**src/rtl/pipe_adder_pkg.sv**
```systemverilog
// pipe_adder_pkg
//   Shared types and helpers for the segmented pipelined adder.
//   add_mode_e : per-transaction result mode (wrap or unsigned saturate).
//   sat_value  : all-ones constant of a given width, used as the saturated y.
package pipe_adder_pkg;

   typedef enum logic {ADD_WRAP = 1'b0, ADD_SAT = 1'b1} add_mode_e;

   // Widest operand the saturation helper can describe.
   localparam int MAX_WIDTH = 64;

   // Returns {1'b0, {width{1'b1}}} zero-extended to MAX_WIDTH+1 bits.
   function automatic logic [MAX_WIDTH:0] sat_value(input int width);
      logic [MAX_WIDTH:0] v;
      v = '0;
      for (int i = 0; i < MAX_WIDTH; i++) begin
         if (i < width) v[i] = 1'b1;
      end
      return v;
   endfunction

endpackage

```
**src/rtl/pipe_adder_seg.sv**
```systemverilog
// pipe_adder_seg
//   One pipeline stage of the segmented adder. Adds slice IDX of the operands
//   plus the incoming carry, merges the slice result into the running sum and
//   registers everything (valid, mode, operands, partial sum, carry) when en=1.
//   Ports:
//     clk, rst            clock, synchronous active-high reset
//     en                  global pipeline advance enable
//     valid/mode/a/b/sum/carry          payload from the previous stage
//     fwd_valid/fwd_mode/fwd_a/fwd_b/fwd_sum/fwd_carry  registered payload
module pipe_adder_seg
   import pipe_adder_pkg::*;
#(
   parameter int WIDTH = 8,
   parameter int SEG   = 4,
   parameter int IDX   = 0
) (
   input  logic             clk,
   input  logic             rst,
   input  logic             en,
   input  logic             valid,
   input  add_mode_e        mode,
   input  logic [WIDTH-1:0] a,
   input  logic [WIDTH-1:0] b,
   input  logic [WIDTH-1:0] sum,
   input  logic             carry,
   output logic             fwd_valid,
   output add_mode_e        fwd_mode,
   output logic [WIDTH-1:0] fwd_a,
   output logic [WIDTH-1:0] fwd_b,
   output logic [WIDTH-1:0] fwd_sum,
   output logic             fwd_carry
);

   logic [SEG:0]     slice_sum;
   logic [WIDTH-1:0] sum_next;

   logic             valid_reg;
   add_mode_e        mode_reg;
   logic [WIDTH-1:0] a_reg;
   logic [WIDTH-1:0] b_reg;
   logic [WIDTH-1:0] sum_reg;
   logic             carry_reg;

   always_comb begin
      slice_sum = {1'b0, a[IDX*SEG +: SEG]} + {1'b0, b[IDX*SEG +: SEG]}
                + {{SEG{1'b0}}, carry};
      // Lower slices are already final; upper slices are still zero.
      sum_next = sum;
      sum_next[IDX*SEG +: SEG] = slice_sum[SEG-1:0];
   end

   // Payload is reset too so the last stage presents y=0, ovf=0 after reset.
   always_ff @(posedge clk) begin
      if (rst) begin
         valid_reg <= 1'b0;
         mode_reg  <= ADD_WRAP;
         a_reg     <= '0;
         b_reg     <= '0;
         sum_reg   <= '0;
         carry_reg <= 1'b0;
      end else if (en) begin
         valid_reg <= valid;
         mode_reg  <= mode;
         a_reg     <= a;
         b_reg     <= b;
         sum_reg   <= sum_next;
         carry_reg <= slice_sum[SEG];
      end
   end

   assign fwd_valid = valid_reg;
   assign fwd_mode  = mode_reg;
   assign fwd_a     = a_reg;
   assign fwd_b     = b_reg;
   assign fwd_sum   = sum_reg;
   assign fwd_carry = carry_reg;

endmodule

```
**src/rtl/pipe_adder.sv**
```systemverilog
// pipe_adder
//   Pipelined segmented adder, S = a + b + cin split into STAGES slices of
//   WIDTH/STAGES bits, with valid/ready handshake, per-transaction wrap or
//   saturate mode and a saturating overflow counter.
//   WIDTH must be a multiple of STAGES and no larger than MAX_WIDTH.
//   Ports:
//     clk, rst             clock, synchronous active-high reset
//     in_valid, in_ready   operand handshake (in_ready is combinational)
//     a, b, cin, sat       operands, carry-in, mode (1 = saturate)
//     out_valid, out_ready result handshake
//     y, ovf               result (WIDTH+1 bits) and carry-out of the sum
//     ovf_cnt, cnt_clr     delivered-overflow counter and its clear
module pipe_adder
   import pipe_adder_pkg::*;
#(
   parameter int WIDTH  = 8,
   parameter int STAGES = 2,
   parameter int CNT_W  = 8
) (
   input  logic             clk,
   input  logic             rst,
   input  logic             in_valid,
   output logic             in_ready,
   input  logic [WIDTH-1:0] a,
   input  logic [WIDTH-1:0] b,
   input  logic             cin,
   input  logic             sat,
   output logic             out_valid,
   input  logic             out_ready,
   output logic [WIDTH:0]   y,
   output logic             ovf,
   output logic [CNT_W-1:0] ovf_cnt,
   input  logic             cnt_clr
);

   localparam int                 SEG      = WIDTH / STAGES;
   localparam logic [MAX_WIDTH:0] SAT_FULL = sat_value(WIDTH);
   localparam logic [WIDTH:0]     SAT_Y    = SAT_FULL[WIDTH:0];
   localparam logic [CNT_W-1:0]   CNT_MAX  = '1;

   // Index 0 is the input side; index k+1 is the register of stage k.
   logic             stage_valid [STAGES+1];
   add_mode_e        stage_mode  [STAGES+1];
   logic [WIDTH-1:0] stage_a     [STAGES+1];
   logic [WIDTH-1:0] stage_b     [STAGES+1];
   logic [WIDTH-1:0] stage_sum   [STAGES+1];
   logic             stage_carry [STAGES+1];

   logic             en;
   logic [CNT_W-1:0] ovf_cnt_reg;

   // All stages move together; the pipe freezes only when the result at the
   // output is being held for the consumer.
   assign en       = !out_valid || out_ready;
   assign in_ready = en;

   assign stage_valid[0] = in_valid;
   assign stage_mode[0]  = sat ? ADD_SAT : ADD_WRAP;
   assign stage_a[0]     = a;
   assign stage_b[0]     = b;
   assign stage_sum[0]   = '0;
   assign stage_carry[0] = cin;

   genvar gi;
   generate
      for (gi = 0; gi < STAGES; gi++) begin : g_stage
         pipe_adder_seg #(
            .WIDTH (WIDTH),
            .SEG   (SEG),
            .IDX   (gi)
         ) u_seg (
            .clk       (clk),
            .rst       (rst),
            .en        (en),
            .valid     (stage_valid[gi]),
            .mode      (stage_mode[gi]),
            .a         (stage_a[gi]),
            .b         (stage_b[gi]),
            .sum       (stage_sum[gi]),
            .carry     (stage_carry[gi]),
            .fwd_valid (stage_valid[gi+1]),
            .fwd_mode  (stage_mode[gi+1]),
            .fwd_a     (stage_a[gi+1]),
            .fwd_b     (stage_b[gi+1]),
            .fwd_sum   (stage_sum[gi+1]),
            .fwd_carry (stage_carry[gi+1])
         );
      end
   endgenerate

   // Outputs are decoded straight from the last stage registers, so they are
   // stable while the pipe is frozen and zero after reset.
   assign out_valid = stage_valid[STAGES];
   assign ovf       = stage_carry[STAGES];
   assign y         = (stage_mode[STAGES] == ADD_SAT && stage_carry[STAGES])
                    ? SAT_Y : {stage_carry[STAGES], stage_sum[STAGES]};

   // Clear beats a same-cycle increment; the count sticks at all-ones.
   always_ff @(posedge clk) begin
      if (rst) begin
         ovf_cnt_reg <= '0;
      end else if (cnt_clr) begin
         ovf_cnt_reg <= '0;
      end else if (out_valid && out_ready && ovf && ovf_cnt_reg != CNT_MAX) begin
         ovf_cnt_reg <= ovf_cnt_reg + 1'b1;
      end
   end

   assign ovf_cnt = ovf_cnt_reg;

endmodule
```
**config.mk**
```make
export PLATFORM = sky130hd
export DESIGN_NAME = pipe_adder
export DESIGN_NICKNAME = d
export VERILOG_FILES = /design/src/rtl/pipe_adder_pkg.sv /design/src/rtl/pipe_adder_seg.sv /design/src/rtl/pipe_adder.sv
export SDC_FILE = /design/constraint.sdc
export NUM_CORES = 1
export LEC_CHECK = 0
export BUFFER_PORTS_ARGS = -buffer_cell sky130_fd_sc_hd__buf_2
export CORE_ASPECT_RATIO = 1.25
export CORE_MARGIN = 1
export CORE_UTILIZATION = 51
export DETAILED_ROUTE_END_ITERATION = 16
export GPL_ROUTABILITY_DRIVEN = 0
export HOLD_SLACK_MARGIN = 0.15
export PLACE_DENSITY = 0.9
export SETUP_SLACK_MARGIN = 0.15
export SYNTH_ARGS = -nofsm -noshare
export SYNTH_HDL_FRONTEND = slang
export SYNTH_SLANG_ARGS = --single-unit
```
**constraint.sdc**
```tcl
create_clock -name clk -period 2 [get_ports clk]
set_clock_uncertainty 0.05 [all_clocks]
set_input_delay 0.1 -clock clk [delete_from_list [all_inputs] [get_ports clk]]
set_output_delay 0.1 -clock clk [all_outputs]
set_load 0.01 [all_outputs]
```
; Word-level counts from Yosys, hierarchy flattened
; Cells that the tools add are included.
[op_classes]
n_addsub = 5
n_mul = 0
div = 0
order_cmp = 0
n_eq_ne = 1
shifts = 0
mux = 2
n_bitwise = 0
reduce_logical = 7
[ops]
columns = operator, count
row1 = adder 4 x 4 -> 5 bit, 2
row2 = adder 5 x 1 -> 5 bit, 2
row3 = two-way mux 9 bit, 1
row4 = adder 8 x 1 -> 8 bit (second input constant), 1
row5 = != test 8 bit (second input constant), 1
row6 = logical AND 1 bit, 4
row7 = OR reduction 2 bit, 1
row8 = logical NOT 1 bit, 1
row9 = logical OR 1 bit, 1
row10 = two-way mux 1 bit, 1
[totals]
reg_bits = 42
latch_bits = 0
ramBits = 0
rom_bits = 0
out_inout_bits = 20
n_memories = 0

; Longest topological paths before layout
; Gate-level depths: netlist (run 1).
[depth]
word_depth = 3
mapped_depth = 7
ltp_nobuf = 7

; Modules after synthesis
; Synthesis (run 1) repeated with hierarchy kept, for this count alone.
[unflattened]
hier_cells = 265
hier_area_um2 = 2696.3
[modules_own_cells]
columns = module, n_inst, cells_per_inst, area_per_inst_um2, seq_area_each_um2
row1 = pipe_adder_seg (g_stage[1].u_seg), 1, 104, 1112.3, 540.5
row2 = pipe_adder_seg (g_stage[0].u_seg), 1, 104, 1107.3, 540.5
row3 = pipe_adder, 1, 57, 476.7, 160.2

; Worst setup path before layout (run 1)
; Ideal clock, no wire load.
[synth_timing]
kind = flip-flop to flip-flop
from = register g_stage[0].u_seg.carry_reg
to = register g_stage[1].u_seg.sum_reg[5]
setup_time_ps = 86
arrival_ps = 1374
t_required_ps = 1864
path_slack_ps = 490
stages_incl_launch_ff = 5
path_cell_list = dfxtp_1 fa_1 inv_1 fa_1 a211oi_1
[synth_between]
elab_chain_len = 1
[synth_lines]
columns = element, line_no
row1 = "start, declared", pipe_adder_seg.sv:42  ; logic carry_reg;
row2 = "start signal, assigned", pipe_adder_seg.sv:67  ; carry_reg <= slice_sum[SEG];
row3 = adder 5 x 1 -> 5 bit, pipe_adder_seg.sv:46  ; + {{SEG{1'b0}}, carry};
row4 = "end signal, assigned", pipe_adder_seg.sv:66  ; sum_reg <= sum_next;
row5 = "end, declared", pipe_adder_seg.sv:41  ; logic [WIDTH-1:0] sum_reg;
; No other way between the ends.
; A chain may end at the register's enable or synchronous reset.

; Worst setup path in the final report (run 1)
[layout_timing]
from = input out_ready
to = output in_ready
[layout_between]
elab_chain_len = 1
[layout_lines]
columns = element, line_no
row1 = "start, declared", pipe_adder.sv:29  ; input logic out_ready,
row2 = logical OR 1 bit, pipe_adder.sv:54  ; assign en = !out_valid || out_ready;
row3 = "end, declared", pipe_adder.sv:23  ; output logic in_ready,
; No other way between the ends.

==> flow_metrics.tcl, run 1 <==
set metrics [dict create \
    critical_path.cell_chain "dlygate4sd3_1 -> buf_2 -> nor2b_4 -> clkinv_1 -> buf_4 -> buf_2" \
    avgSynthCellArea_um2 8.12 \
    p_int_mw 1.00 \
    slowest_delay_ps 530 \
    vias 1541 \
    clkLatencyLatePin_ps 340 \
    vias_per_cell 5.26 \
    tns_ps 0 \
    yosysWarnings 0 \
    top_level_ports 43 \
    grt_pass1_vias 1462 \
    synth_cells 199 \
    numCtsBuffers 5 \
    dp_cells 272 \
    status "completed" \
    startpoint_type "input pin" \
    wl_per_cell_um 12.0 \
    wirelength_mm 3.53 \
    largest_reg_flops 12 \
    cp_max_fo 25 \
    synth_fa_ha_area_share_pct 10.4 \
    clock_sinks 34 \
    io_buffer_count 42 \
    slowest_stage "dlygate4sd3_1" \
    p_seq_share_pct 54.2 \
    gr-total-overflow 0 \
    worst_slew_pin_slew_ps 509 \
    dpl.hpwl_mm 2.34 \
    synthFlopType "dfxtp_1" \
    p_leak_nw 0.952 \
    cts_tree "yes" \
    drive_gt1_share_pct 22.2 \
    std_cell_rows 22 \
    max_cap_viol_count 0 \
    power.density_mw_per_mm2 666 \
    layout_setup_ws_ps 300 \
    yosysMostFrequentCell "nand2_1" \
    antenna_found_initial 0 \
    die_w_um 52.4 \
    required_ps 1850 \
    endpoint_kind "primary output" \
    netlist_area_mm2 0.00162 \
    ys_ff_latch 34 \
    clock-root-buffer "clkbuf_4" \
    cts_post_setup_buffers_inserted 0 \
    grt_usage_pct 23.9 \
    drt-pass1-iter-count 4 \
    max_slew_margin_pct 66.0 \
    setup_viol 0 \
    critical_path_class "input pin to primary output" \
    crit_top_cell "buf_2" \
    synth_top_family_by_area "simple AND/OR/NAND/NOR gates" \
    start_util_pct 54.4 \
    clk_path_buf_depth 2 \
    nets 290 \
    fin_crit_sh_pct 85.0 \
    synthSimpleGateAreaFrac_pct 28.6 \
    synth_largest_area_cell "dfxtp_1" \
    hold_viol_final 0 \
    clkTransAtPathRegs_ps 100 \
    synth_area_leaders "dfxtp_1 (42%), nand2_1 (8.8%), a21oi_1 (7.4%), ha_1 (5.4%), fa_1 (5.0%)" \
    ir_worst_vdd_uv 617 \
    die_h_um 64.9 \
    finalNonFillerCells 293 \
    ys_types 32 \
    p_clk_share_pct 29.7 \
    synth_compound_area_share_pct 14.1 \
    diodes 0 \
    ys_seq_area_share_pct 42.1 \
    yosys.area_share.xor_xnor_pct 0.542 \
    fin_crit_ps 1700 \
    p_comb_share_pct 16.1 \
    async_reset_ff_share_pct 0 \
    switching_share_pct 27.2 \
    synth_top_area_share_pct 42.1 \
    area_delta_synth_final_pct 27.7 \
    final_antenna_net_count 0 \
    synth_edf_count 0 \
    cp_data_arrival_time_ps 1550 \
    core-area_mm2 0.00297 \
    drc 0 \
    grt_max_degree 33 \
    grt_pass1_wl_mm 5.93 \
    syn-num-nets 233 \
    p_switching_mw 0.374 \
    rsz0062_at_grt "no" \
    pre_cts_slack_ps 431 \
    finalMaxSlewViolations 0 \
    dieArea_mm2 0.00340 \
    drt_iter0_markers 43 \
    synth.mux.area_fraction_pct 0 \
    yosys-top-cells-count "nand2_1 (38), dfxtp_1 (34), a21oi_1 (24)" \
    cts_max_level 2 \
    hold_path.class "input pin to register" \
    timing.fmax_mhz 588 \
]
path summary, 6_finish.rpt:
kind / startpoint / end / slack [ps] / depth (start not counted)
min: b[1] / g_stage[0].u_seg.fwd_sum[1] / 160 / 4
min reg2reg: g_stage[1].u_seg.fwd_sum[0] / g_stage[1].u_seg.fwd_sum[0] / 400 / 2
max: out_ready / in_ready / 300 / 6
max reg2reg: g_stage[0].u_seg.fwd_a[4] / g_stage[1].u_seg.fwd_carry / 400 / 6
area by class of cell:
| cell class | count | area [µm²] |
|---|---|---|
| clock buffers | 6 | 51.3 |
| clock inverters | 2 | 12.5 |
| fillers | 226 | 908 |
| inverters | 8 | 30.0 |
| multi-input cells | 148 | 875 |
| flip-flops and latches | 34 | 681 |
| well taps | 36 | 45.0 |
| repair buffers | 59 | 370 |
layout by cell type (no fill, tap or decap), types with 2 or more instances in the layout:
cell type	instances
nor2_1	17
buf_4	4
dfxtp_1	34
nand4b_1	2
o21ai_0	6
a21o_1	2
dlygate4sd3_1	13
inv_1	7
a21oi_1	24
clkbuf_4	5
nand2_1	38
ha_1	7
nand2b_1	8
nand3b_1	2
nand3_1	7
a211oi_1	5
nor3_1	6
nor2b_1	5
or4_1	2
buf_2	42
fa_1	4
critical path, delay by kind of cell:
kind	cells	cell delay (ps)
buf+inv	5	1200
simple gates	1	230
metrics by stage:
stage	hold WS (ps)	util [%]	total power, mW	area, µm²
6_report	155	69.4	1.37	2060
5_1_grt	190	69.4	1.45	2060
4_1_cts	157	69.3	1.38	2060
3_5_place_dp	301	62.8	0.958	1870
3_3_place_gp	295	62.8	0.950	1870
2_1_floorplan	190	-	0.883	1620
per-layer routing:
metal  share of wire (%)  GRT usage (%)
met3                 3.7           5.87
met4                 2.3           12.2
met2                  50           40.3
met5                   0              0
met1                  44           27.1
power by group through the flow:
stage | registers [mW] | logic [mW] | clock network, mW
floorplan | 0.755 | 0.129 | 0
global placement | 0.758 | 0.192 | 0
detailed placement | 0.760 | 0.198 | 0
CTS | 0.745 | 0.220 | 0.412
global route | 0.750 | 0.252 | 0.443
finish | 0.745 | 0.222 | 0.408
kinds of logic after synthesis:
family | Yosys count
xor+xnor | 1
buf+inv | 17
compound gates | 40
simple gates | 96
fa+ha+maj | 11
flops | 34
timing repair:
item,CTS,global route
resized for setup,0,1
hold buffers,13,0
setup endpoints to repair,0,1
endpoints found under the hold margin,21,0
(Power assumes the default switching activity.)
==> run 2, diff against run 1 <==
==> constraint.sdc (replaced) <==
create_clock -name clk -period 2 [get_ports clk]
set_clock_uncertainty 0.05 [all_clocks]
set_input_delay 0.6 -clock clk [delete_from_list [all_inputs] [get_ports clk]]
set_output_delay 0.6 -clock clk [all_outputs]
set_load 0.01 [all_outputs]
==> flow_metrics.tcl, run 2 (synthesis results as in run 1) <==
set metrics [dict create \
    status "completed" \
    dpl.hpwl_mm 2.50 \
    ir_worst_vdd_uv 474 \
    crit_family "buffers and inverters" \
    gr-total-overflow 0 \
    clkTransAtPathRegs_ps 90 \
    cp_data_arrival_time_ps 1130 \
    area_delta_synth_final_pct 18.3 \
    busiest_layer "met2" \
    min_from "g_stage[1].u_seg.fwd_sum[0]" \
    switching_share_pct 26.7 \
    p_seq_share_pct 57.7 \
    endpoint_kind "primary output" \
    hold_viol_final 0 \
    die_w_um 52.4 \
    rr_endpoint "g_stage[1].u_seg.fwd_carry" \
    grt_max_degree 29 \
    r2r-start "g_stage[0].u_seg.fwd_a[4]" \
    rsz0062_at_grt "no" \
    p_switching_mw 0.345 \
    r2r_cells 6 \
    wl_per_cell_um 12.6 \
    largest_reg_flops 12 \
    dieArea_mm2 0.00340 \
    numCtsBuffers 5 \
    power.density_mw_per_mm2 676 \
    slowest_delay_ps 150 \
    max_cap_viol_count 0 \
    required_ps 1350 \
    min_path_cells 2 \
    grt_pass1_vias 1461 \
    max_slew_margin_pct 72.5 \
    grt_pass1_wl_mm 5.92 \
    drt_iter0_markers 54 \
    clkLatencyLatePin_ps 330 \
    wirelength_mm 3.51 \
    ff2ff_setup_slack_ps 320 \
    fin_crit_ps 1780 \
    drive_gt1_share_pct 23.1 \
    dp_cells 271 \
    setup_viol 0 \
    n_fill_cell 281 \
    p_leak_nw 0.897 \
    worst_slew_pin_slew_ps 408 \
    antenna_found_initial 0 \
    vias_per_cell 5.46 \
    finalMaxSlewViolations 0 \
    holdPathEnd "g_stage[1].u_seg.fwd_sum[0]" \
    p_int_mw 0.947 \
    startpoint_type "input pin" \
    fin_crit_sh_pct 89.0 \
    slowest_stage "buf_2" \
    met2_usage_pct 40.8 \
    hold_ws_ps 401 \
    start_util_pct 54.4 \
    clock_sinks 34 \
    cts_tree "yes" \
    layout_commonest_cell "buf_2" \
    timing.fmax_mhz 562 \
    p_clk_share_pct 26.6 \
    nets 276 \
    hold_path.class "register to register" \
    critical_path_class "input pin to primary output" \
    p_comb_share_pct 15.7 \
    io_buffer_count 42 \
    clk_path_buf_depth 2 \
    postCtsHoldBufs 0 \
    core-area_mm2 0.00297 \
    diodes 0 \
    crit_top_cell "buf_2" \
    die_h_um 64.9 \
    finalNonFillerCells 278 \
    grt_usage_pct 23.6 \
    critPathBufInv 3 \
    layout_common_cells "buf_2 (42), nand2_1 (37), dfxtp_1 (32), a21oi_1 (24), nor2_1 (17)" \
    final_antenna_net_count 0 \
    met3_usage_pct 4.46 \
    clock-root-buffer "clkbuf_4" \
    vias 1518 \
    grtUsageMet1_pct 26.0 \
    cp_max_fo 3 \
    top_level_ports 43 \
    drt-pass1-iter-count 4 \
    cts_max_level 2 \
    critical_path.cell_chain "buf_2 -> nor2b_2 -> clkinv_1 -> buf_2" \
    drc 0 \
    std_cell_rows 22 \
]
==> run 2: cell count changes in the layout (fill, tap and decap cells not counted) <==
cell / change
nor2b_4: -1
dfxtp_1: -2
nand2_4: +1
nor2b_2: +1
dfxtp_2: +2
buf_4: -1
dlygate4sd3_1: -13
clkbuf_8: -1
nand2_1: -1
clkinvlp_4: -1
clkbuf_1: +2
clkinv_2: -1
==> run 2: timing repair <==
item	CTS	global route
buffers inserted	0	0
resized for setup	2	2
setup endpoints to repair	8	5
endpoints found under the hold margin	0	0
==> run 2: cell type report <==
type | instances | area (µm²) | share of cell area (%)
flip-flops and latches | 34 | 683 | 35.7
repair buffers | 45 | 233 | 12.2
clock buffers | 7 | 45.0 | 2.35
well taps | 36 | 45.0 | 2.35
inverters | 8 | 30.0 | 1.57
multi-input cells | 148 | 877 | 45.8
==> run 2: worst register-to-register path: cells and delay by family (launching register included) <==
family | cells | cell delay [ps]
flops | 1 | 380
fa+ha+maj | 2 | 590
buf+inv | 1 | 60
compound gates | 2 | 340
simple gates | 1 | 160
==> run 2: worst max path at each step <==
stage	from	endpoint	slack, ps	depth (start not counted)
2_1_floorplan	a[0]	g_stage[0].u_seg.fwd_sum[1]	200	4
5_1_grt	g_stage[1].u_seg.fwd_valid	in_ready	160	3
4_1_cts	g_stage[1].u_seg.fwd_valid	in_ready	180	3
3_5_place_dp	a[0]	g_stage[0].u_seg.fwd_sum[2]	-30	8
6_report	out_ready	in_ready	220	4
3_3_place_gp	a[0]	g_stage[0].u_seg.fwd_sum[1]	60	5
==> run 2: power by group through the flow <==
stage	Combinational [mW]	Sequential, mW	Clock [mW]
3_3_place_gp	0.192	0.758	0
4_1_cts	0.203	0.745	0.348
2_1_floorplan	0.129	0.755	0
5_1_grt	0.231	0.752	0.380
6_report	0.203	0.746	0.344
3_5_place_dp	0.200	0.760	0
==> run 2: metal layers <==
layer	wire (µm)	vias to the layer above	share of wire, %
met4	95	0	2.7
li1	-	758	-
met1	1410	701	40
met5	0	-	0
met2	1840	48	52
met3	159	11	4.5
==> run 2: stage by stage <==
stage,cell area [µm²],total power [mW],setup slack [ps],setup TNS (ps),util [%]
after floorplan,1620,0.883,202,0,-
after CTS,1910,1.30,179,0,64.1
after global routing,1910,1.36,164,0,64.4
after global placement,1860,0.950,59.0,0,62.5
after detailed placement,1860,0.960,-27.5,-27.5,62.5
final,1910,1.29,220,0,64.4
